--- config.mk ---
export PLATFORM = sky130hd
export DESIGN_NAME = control_pb200
export DESIGN_NICKNAME = d
export VERILOG_FILES = /design/src/rtl/control_pb200.sv
export SDC_FILE = /design/constraint.sdc
export NUM_CORES = 1
export LEC_CHECK = 0
export BUFFER_PORTS_ARGS = -buffer_cell sky130_fd_sc_hd__buf_4
export CORE_AREA = 2 2 41 43
export CTS_BUF_LIST = sky130_fd_sc_hd__clkbuf_2
export DETAILED_ROUTE_END_ITERATION = 16
export DIE_AREA = 0 0 43 45
export GPL_TIMING_DRIVEN = 0
export SYNTH_ARGS = -nofsm -noshare
export SYNTH_HDL_FRONTEND = slang
export SYNTH_SLANG_ARGS = --single-unit
--- constraint.sdc ---
create_clock -name clk -period 2.5 [get_ports clk]
set_input_delay 0.25 -clock clk [delete_from_list [all_inputs] [get_ports clk]]
set_output_delay 0.25 -clock clk [all_outputs]
set_load 0.03 [all_outputs]
--- src/rtl/control_pb200.sv ---
// Micro-step sequencer for the 200 Hz low-pass biquad datapath: per sample strobe it walks
// the five multiply-add steps, shifts the delay line and pulses done.
module control_pb200 #(
    parameter int unsigned STEP_CYCLES = 1
) (
    input  logic       clk,
    input  logic       reset,
    input  logic       start,
    output logic       en1,
    output logic       en2,
    output logic       en3,
    output logic       en4,
    output logic       en5,
    output logic       en6,
    output logic       en7,
    output logic [2:0] selmuxS,
    output logic [1:0] selmuxC,
    output logic [2:0] selmuxZ,
    output logic       busy,
    output logic       done,
    output logic       overrun
);

    localparam int unsigned CNT_W = 4;
    localparam logic [CNT_W-1:0] CNT_LAST = CNT_W'(STEP_CYCLES - 1);

    typedef enum logic [2:0] {
        IDLE  = 3'd0,
        T1    = 3'd1,
        T2    = 3'd2,
        T3    = 3'd3,
        T4    = 3'd4,
        T5    = 3'd5,
        SHIFT = 3'd6,
        DONE  = 3'd7
    } state_e;

    state_e           state_q, state_d;
    logic [CNT_W-1:0] cnt_q, cnt_d;
    logic             overrun_q, overrun_d;
    logic             step_last;

    assign step_last = (cnt_q == CNT_LAST);

    always_ff @(posedge clk or posedge reset) begin
        if (reset) begin
            state_q   <= IDLE;
            cnt_q     <= '0;
            overrun_q <= 1'b0;
        end else begin
            state_q   <= state_d;
            cnt_q     <= cnt_d;
            overrun_q <= overrun_d;
        end
    end

    // Next state; the counter clears on every state change and only counts inside T1..T5.
    always_comb begin
        state_d   = state_q;
        cnt_d     = '0;
        overrun_d = 1'b0;
        case (state_q)
            IDLE: begin
                if (start) state_d = T1;
            end
            T1, T2, T3, T4, T5: begin
                overrun_d = start;
                if (step_last) begin
                    case (state_q)
                        T1:      state_d = T2;
                        T2:      state_d = T3;
                        T3:      state_d = T4;
                        T4:      state_d = T5;
                        default: state_d = SHIFT;
                    endcase
                end else begin
                    cnt_d = CNT_W'(cnt_q + CNT_W'(1));
                end
            end
            SHIFT: begin
                overrun_d = start;
                state_d   = DONE;
            end
            DONE: begin
                state_d = start ? T1 : IDLE;
            end
            default: state_d = IDLE;
        endcase
    end

    // Output decode from registered state only; enables fire on the last cycle of each step.
    always_comb begin
        en1     = 1'b0;
        en2     = 1'b0;
        en3     = 1'b0;
        en4     = 1'b0;
        en5     = 1'b0;
        en6     = 1'b0;
        en7     = 1'b0;
        selmuxS = 3'd0;
        selmuxC = 2'd0;
        selmuxZ = 3'd0;
        busy    = (state_q != IDLE);
        done    = 1'b0;
        case (state_q)
            T1: begin
                selmuxS = 3'd1;
                selmuxC = 2'd0;
                selmuxZ = 3'd1;
                en5     = step_last;
            end
            T2: begin
                selmuxS = 3'd2;
                selmuxC = 2'd1;
                selmuxZ = 3'd2;
                en2     = step_last;
            end
            T3: begin
                selmuxS = 3'd0;
                selmuxC = 2'd2;
                selmuxZ = 3'd0;
                en6     = step_last;
            end
            T4: begin
                selmuxS = 3'd1;
                selmuxC = 2'd3;
                selmuxZ = 3'd3;
                en7     = step_last;
            end
            T5: begin
                selmuxS = 3'd2;
                selmuxC = 2'd2;
                selmuxZ = 3'd4;
                en1     = step_last;
            end
            SHIFT: begin
                en3 = 1'b1;
                en4 = 1'b1;
            end
            DONE: begin
                done = 1'b1;
            end
            default: ;
        endcase
    end

    assign overrun = overrun_q;

endmodule

# Word level (Yosys, flattened, before mapping)
# Cells that the tools add are included.
# totals
in_bits	3
regBits	8
output_inout_bits	18
wordCells	40
# classes
n_eq_ne	9
addsub	1
muxes	18
reduce_logical	9
# op_table
op	n
3-bit one-hot mux with 4 select lines	3
3-bit == test, second input constant	4
1-bit 2-to-1 mux	9
4-bit 2-to-1 mux	2
3-bit by 2-bit == test with 1-bit output, second input constant	2
3-bit 2-to-1 mux	2
2-bit one-hot mux with 3 select lines	1
2-bit OR reduction	3
6-bit OR reduction	1
5-bit OR reduction	1
4-bit by 1-bit adder with 4-bit output, second input constant	1
4-bit logical NOT	1
2-bit inequality test, second input constant	2
2-bit one-hot mux with 2 select lines	1
3-bit by 1-bit == test with 1-bit output, second input constant	1
3-bit logical NOT	1
3-bit nonzero test	1
2-bit AND reduction	1

# Longest topological paths before layout
# Gate-level depths: netlist (run 1).
# logic_depth
word_depth	4
mapped_depth	5

# Worst setup path before layout (run 1)
# No wires, ideal clock.
# synth_path
path_type	flip-flop to output port
startpoint	register cnt_q[0]
endpoint	output port en5
path_buffers	0
path_stages_with_launch	5
path_slack_ns	0.787
t_required_ns	2.250
arrival_time_ns	1.463
path_cell_list	dfrtp_1 > inv_1 > ha_1 > nand4bb_2 > nor3_1
# synth_between
elab_chain_len	2
# synth_rtl
element	line_no	source
start, declared	39	logic [CNT_W-1:0] cnt_q, cnt_d;
start signal, assigned	52	cnt_q <= cnt_d;
4-bit logical NOT	43	assign step_last = (cnt_q == CNT_LAST);
1-bit 2-to-1 mux	105	case (state_q)
end, declared	13	output logic en5,
# Every way passes these cells.

# Worst setup path after layout (run 1)
# Same ends and word-level chain as after synthesis.

==> results_dict.tcl, run 1 <==
set metrics [dict create \
    run_status "finished, final reports clean" \
    switchingPower_mw 0.611 \
    seq_area_frac_synth_pct 35.7 \
    hold_path_origin "start" \
    share_seq_of_total_power_pct 16.6 \
    cell_variety_after_synth 26 \
    finalHoldViolations 0 \
    holdWs_ps 302 \
    yosys.cell_count.top_type "sky130_fd_sc_hd__nor2_1" \
    report.power.total_mw 1.13 \
    synthCells 65 \
    synth_commonest_cells "sky130_fd_sc_hd__nor2_1 (11), sky130_fd_sc_hd__dfrtp_1 (8), sky130_fd_sc_hd__nor3_1 (5)" \
    synth_top_cells_by_area "sky130_fd_sc_hd__dfrtp_1 (36%), sky130_fd_sc_hd__nor2_1 (7.4%), sky130_fd_sc_hd__buf_4 (5.4%)" \
    power.clock.fraction_pct 6.5 \
    drt-pass1-iter-count 4 \
    portBuffers 19 \
    netlist_area_sq_um 561 \
    cts.sinks 8 \
    final_antenna_net_count 0 \
    path_class "flop to primary output" \
    viasPerCell 4.98 \
    start_kind "flop" \
    final_setup_violation_count 0 \
    htree_levels 1 \
    cts-buffers-inserted 3 \
    antenna_found_initial 0 \
    number_of_flops_mapped_to_enable_cells_by_yosys 0 \
    detail_route.wirelength_microns 1230 \
    ctsResizeCount 0 \
    p_leak_nw 0.393 \
    synth_nets 70 \
    worst_ir_drop_vdd_mv 0.920 \
    postCtsSetupBuffers 0 \
    maxClockFrequency_mhz 578 \
    synth_top_flop_cell "sky130_fd_sc_hd__dfrtp_1" \
    grtUsageMet3_pct 6.00 \
    hold_class "input port to flop" \
    clock_tree_from_tritoncts "built" \
    share_of_yosys_cell_area_claimed_by_the_top_area_cell_type_pct 35.7 \
    io-pin-count 21 \
    met1_usage_pct 19.5 \
    groute.usage.overall_pct 14.3 \
    floorplan.initialDensity_pct 38.1 \
    rsz0062_at_grt "false" \
    flop_and_latch_count_out_of_synthesis 8 \
    timing.rr.start "cnt_q[0]" \
    setup_clock_skew_after_layout_ps 6.07 \
    cp_max_fo 5 \
    min_delay_path_depth 2 \
    num_rows 14 \
    syn-mean-instance-area_sq_um 8.62 \
    insertedDiodeCount 0 \
    via_count 518 \
    critical_path_data_arrival_time_ps 1480 \
    cts.reportedPaths.clkPinSlew_ps 70 \
    globalRouteMet2Util_pct 21.2 \
    die_w_microns 43 \
    end_kind "primary output" \
    share_comb_of_total_power_pct 76.9 \
    drv_cap 0 \
    synth.largest_area_cell "sky130_fd_sc_hd__dfrtp_1" \
    wire_length_of_the_first_global_routing_pass_microns 2010 \
    finalCriticalPeriod_ps 1730 \
    gp_congestion 0.799 \
    finish.net_count 95 \
    gr-total-overflow 0 \
    fin_crit_sh_pct 69.2 \
    regToRegEndpoint "state_q[0]" \
    yosys_warnings 0 \
    post_route_cells_drive_above_1_share_pct 38.6 \
    reg2reg_depth 5 \
    fin_setup_tns_ps 0 \
    area_growth_syn_to_layout_pct 33.5 \
    clock_path_buffers 2 \
    grt_start_max_net_pins 11 \
    grt_pass1_vias 456 \
    avgRoutedWirePerCell_microns 11.8 \
    p_sw_share_pct 53.9 \
    whs_endpoint "overrun" \
    timing_max_transition_violations_final 0 \
    timing.reg2reg.setup_slack_ps 930 \
    die_outline_area_sq_um 1940 \
    placeableCoreArea_sq_um 1470 \
    power_density_nw_per_um2 1520 \
    clock_insertion_delay_worst_skew_ps 230 \
    synthArstFlopShare_pct 100 \
    grt_busiest_layer "met2" \
    p_int_mw 0.524 \
    detailedPlacementHpwl_microns 951 \
    cts_root_buffer "sky130_fd_sc_hd__clkbuf_2" \
    drc 0 \
    die_height_microns 45 \
    critical_path_required_ps 2250 \
    drtIter0Drc 11 \
]
area by class of cell:
class	count	area (sq um)
inverter	4	15.0
sequential	8	200
timing repair buffer	20	153
buffer	6	40.0
clock buffer	3	15.0
fill	148	723
multi-input combinational	47	305
tap	16	20.0
through the flow:
stage | std cells | utilization (%) | worst slack, ps | cell area (sq um)
finish | 104 | 50.9 | 770 | 748
floorplan | 65 | - | 787 | 561
global placement | 100 | 49.1 | 947 | 723
global route | 104 | 50.9 | 646 | 748
CTS | 104 | 50.9 | 755 | 748
detailed placement | 100 | 49.1 | 939 | 723
worst max-delay path, cell delays in order (launching register included):
cell and delay [ps]:
sky130_fd_sc_hd__dfrtp_1 410, sky130_fd_sc_hd__inv_1 70, sky130_fd_sc_hd__ha_1 190, sky130_fd_sc_hd__nand4bb_2 200
sky130_fd_sc_hd__nor3_1 180, sky130_fd_sc_hd__buf_4 190
placed cells by master (no fill, tap or decap), types with 2 or more instances in the layout:
master                      n
sky130_fd_sc_hd__dfrtp_1    8
sky130_fd_sc_hd__nand2_1    4
sky130_fd_sc_hd__nor2_1    11
sky130_fd_sc_hd__inv_1      4
sky130_fd_sc_hd__ha_1       2
sky130_fd_sc_hd__o21ai_0    3
sky130_fd_sc_hd__clkbuf_2   3
sky130_fd_sc_hd__buf_4     23
sky130_fd_sc_hd__nor3_1     5
sky130_fd_sc_hd__or3_1      2
sky130_fd_sc_hd__nand2b_1   2
sky130_fd_sc_hd__a21oi_1    3
sky130_fd_sc_hd__xnor2_1    2
sky130_fd_sc_hd__buf_2      2
power by group through the flow:
stage	sequential, mW	combinational, mW	clock (mW)
floorplan	0.195	0.596	0
detailed placement	0.189	0.872	0
CTS	0.187	0.875	0.0802
global placement	0.189	0.871	0
finish	0.188	0.873	0.0738
global route	0.192	0.934	0.0900
timing repair:
action	in CTS	in global routing
endpoints found under the hold margin	8	0
hold buffers	1	0
setup endpoints to repair	0	0
kinds of logic after synthesis:
kind of cell	synth area share, %
adder cells (fa/ha/maj)	4.46
other	0.669
AO/OA/AOI/OAI	13.2
flip-flops	35.7
buffers and inverters	9.82
AND/OR/NAND/NOR	31.5
XOR/XNOR	4.69
metal layers:
layer  wire, microns  part of all wire [%]
met1             576                    47
met2             576                    47
met3              74                   6.0
met4               0                     0
met5               0                     0
worst max-delay path by stage:
stage	startpoint	slack (ps)	endpoint
floorplan	cnt_q[0]	790	en5
global route	cnt_q[0]	650	en5
detailed placement	cnt_q[0]	940	state_q[0]
CTS	cnt_q[0]	760	en5
finish	cnt_q[0]	770	en5
global placement	cnt_q[0]	950	state_q[0]
state kept, by name (all words and copies together), names as in the netlist:
name,cells
cnt_q,4
state_q,3
overrun,1
No activity file was read; power rests on OpenSTA's default activity.
==> run 2: changes to the inputs <==
Settings changed: ABC_AREA from default to 1, PLACE_DENSITY from default to 0.66.
Clock period 2.5 ns to 1.4 ns, I/O delays scaled along.
==> results_dict.tcl, run 2 <==
set metrics [dict create \
    run_status "complete, but fails checks" \
    violations "negative setup slack" \
    die_w_microns 43 \
    groute.usage.overall_pct 14.2 \
    path_class "flop to primary output" \
    fin_crit_sh_pct 104 \
    holdWs_ps 185 \
    yosys_warnings 0 \
    post_route_cells_drive_above_1_share_pct 61.3 \
    gr-total-overflow 0 \
    synth_simple_gate_area_share_pct 33.7 \
    cts_root_buffer "sky130_fd_sc_hd__clkbuf_2" \
    critical_path_data_arrival_time_ps 1310 \
    postLayoutSetupSlackWorst_ps -49.1 \
    die_height_microns 45 \
    grt_start_max_net_pins 10 \
    drv_cap 0 \
    p_leak_nw 0.511 \
    drt-pass1-iter-count 4 \
    hold_class "input port to flop" \
    drtIter0Drc 4 \
    start_kind "flop" \
    area_fraction_in_compound_gates_after_synthesis_pct 4.27 \
    netlist_area_sq_um 557 \
    share_of_yosys_cell_area_claimed_by_the_top_area_cell_type_pct 36.0 \
    drc 0 \
    synth_fa_ha_area_share_pct 4.49 \
    synthCells 75 \
    rsz0062_at_grt "true" \
    clock_path_buffers 2 \
    antenna_found_initial 0 \
    finalCriticalPeriod_ps 1450 \
    post_synth_xor_xnor_area_pct 3.15 \
    largest_register_ff_count 4 \
    fill_cells 123 \
    grt_pass1_vias 519 \
    synth_top_cells_by_area "sky130_fd_sc_hd__dfrtp_1 (36%), sky130_fd_sc_hd__nand2_1 (9.4%), sky130_fd_sc_hd__nor2_1 (9.4%)" \
    utilization_after_layout_pct 63.6 \
    synthArstFlopShare_pct 100 \
    finish.net_count 113 \
    gp_congestion 0.709 \
    synth_commonest_cells "sky130_fd_sc_hd__nand2_1 (14), sky130_fd_sc_hd__nor2_1 (14), sky130_fd_sc_hd__dfrtp_1 (8)" \
    timing_max_transition_violations_final 0 \
    final_antenna_net_count 0 \
    finalHoldViolations 0 \
    htree_levels 1 \
    synth.largest_area_cell "sky130_fd_sc_hd__dfrtp_1" \
    number_of_flops_mapped_to_enable_cells_by_yosys 0 \
    num_rows 14 \
    synth_top_flop_cell "sky130_fd_sc_hd__dfrtp_1" \
    avgRoutedWirePerCell_microns 11.1 \
    detail_route.wirelength_microns 1360 \
    insertedDiodeCount 0 \
    area_growth_syn_to_layout_pct 68.1 \
    dominant_combinational_cell_family_by_area_after_synthesis "simple AND/OR/NAND/NOR gates" \
    cts.sinks 8 \
    critical_path_required_ps 1260 \
    syn-mean-instance-area_sq_um 7.42 \
    yosys-mux-area-fraction_pct 0 \
    maxClockFrequency_mhz 690 \
    dpl_worst_slack_ps 102 \
    flop_and_latch_count_out_of_synthesis 8 \
    via_count 565 \
    mostFrequentLayoutCells "sky130_fd_sc_hd__buf_4 (20), sky130_fd_sc_hd__buf_6 (11), sky130_fd_sc_hd__nand2_1 (9), sky130_fd_sc_hd__nor2_1 (7), sky130_fd_sc_hd__dfrtp_1 (7)" \
    io-pin-count 21 \
    placeableCoreArea_sq_um 1470 \
    seq_area_frac_synth_pct 36.0 \
    largest-register "cnt_q" \
    cp_max_fo 6 \
    timing.reg2reg.setup_slack_ps 180 \
    cell_variety_after_synth 22 \
    worst_ir_drop_vdd_mv 1.49 \
    clock_tree_from_tritoncts "built" \
    detailedPlacementHpwl_microns 844 \
    setup_clock_skew_after_layout_ps 1.72 \
    synth_nets 80 \
    die_outline_area_sq_um 1940 \
    cts-buffers-inserted 3 \
    power_density_nw_per_um2 2600 \
    viasPerCell 4.63 \
    cts.reportedPaths.clkPinSlew_ps 80 \
    wire_length_of_the_first_global_routing_pass_microns 2060 \
    commonest_non_fill_non_tap_cell_in_the_layout "sky130_fd_sc_hd__buf_4" \
    final_setup_violation_count 2 \
    end_kind "primary output" \
    portBuffers 19 \
    clock_insertion_delay_worst_skew_ps 240 \
    floorplan.initialDensity_pct 37.8 \
    report.power.total_mw 2.43 \
]
==> run 2: changes by cell type after synthesis, sizes merged, moves of 3 or more <==
| cell | before | now |
|---|---|---|
| nor3 | 5 | 2 |
| nor2 | 11 | 15 |
| nand3 | 1 | 5 |
| nand2 | 4 | 19 |
| inv | 4 | 11 |
| a21oi | 3 | 0 |
==> run 2: logic make-up (layout without fill, tap and decap cells) <==
group,Yosys count,after routing
xor gates and xnor gates,2,2
buffers and inverters,17,48
other,1,1
DFF,8,8
adders and majority gates,2,2
AOI/OAI and AO/OA,4,4
and+or+nand+nor,41,41
==> run 2: worst paths after layout <==
check,start,end,cells after the start
setup / recovery,state_q[2],selmuxZ[0],5
hold / removal,start,overrun,3
setup reg to reg,cnt_q[1],state_q[1],8
hold reg to reg,cnt_q[3],cnt_q[3],2
max in group asynchronous,reset,state_q[2],3
min in group asynchronous,reset,state_q[0],3
==> run 2: what timing repair did <==
action | 4_1_cts | 5_1_grt
pin swaps | 0 | 4
gates resized for setup | 13 | 23
hold buffers | 1 | 0
setup endpoints to repair | 10 | 12
hold endpoints to repair | 8 | 0
buffers inserted | 2 | 6
==> run 2: area by class of cell <==
class / count / area, sq um / share of cell area [%]
Timing Repair Buffer: 28 / 250 / 26.7
Inverter: 12 / 50.0 / 5.35
Clock buffer: 3 / 15.0 / 1.60
Sequential cell: 8 / 201 / 21.5
Buffer: 5 / 53.8 / 5.75
Multi-Input combinational cell: 50 / 345 / 36.9
Tap cell: 16 / 20.0 / 2.14
==> run 2: critical path, cell delays in order, from the launching register on <==
cell,delay [ps]
sky130_fd_sc_hd__dfrtp_2,480
sky130_fd_sc_hd__inv_2,140
sky130_fd_sc_hd__nand3_2,120
sky130_fd_sc_hd__nand2_2,100
sky130_fd_sc_hd__buf_4,110
sky130_fd_sc_hd__buf_6,120
==> run 2: routing by layer <==
metal	track usage, %	vias to the layer above	part of all wire (%)
met5	0	-	0
met4	9.09	0	2.2
met3	1.60	4	5.2
met2	26.4	17	52
met1	15.3	261	40
li1	-	283	-
==> run 2: power by group <==
group / leakage (nW) / switching, mW / internal, mW
sequential: 0.102 / 0.0639 / 0.291
combinational: 0.396 / 1.13 / 0.803
clock: 0.0125 / 0.0846 / 0.0584
total: 0.511 / 1.28 / 1.15
==> run 2: per-stage QoR <==
step,setup TNS (ps),instance area (sq um),instances
CTS,-24.1,810,116
floorplan,0,564,75
global route,-544,936,122
global placement,0,727,110
finish,-69.3,936,122
detailed placement,0,727,110
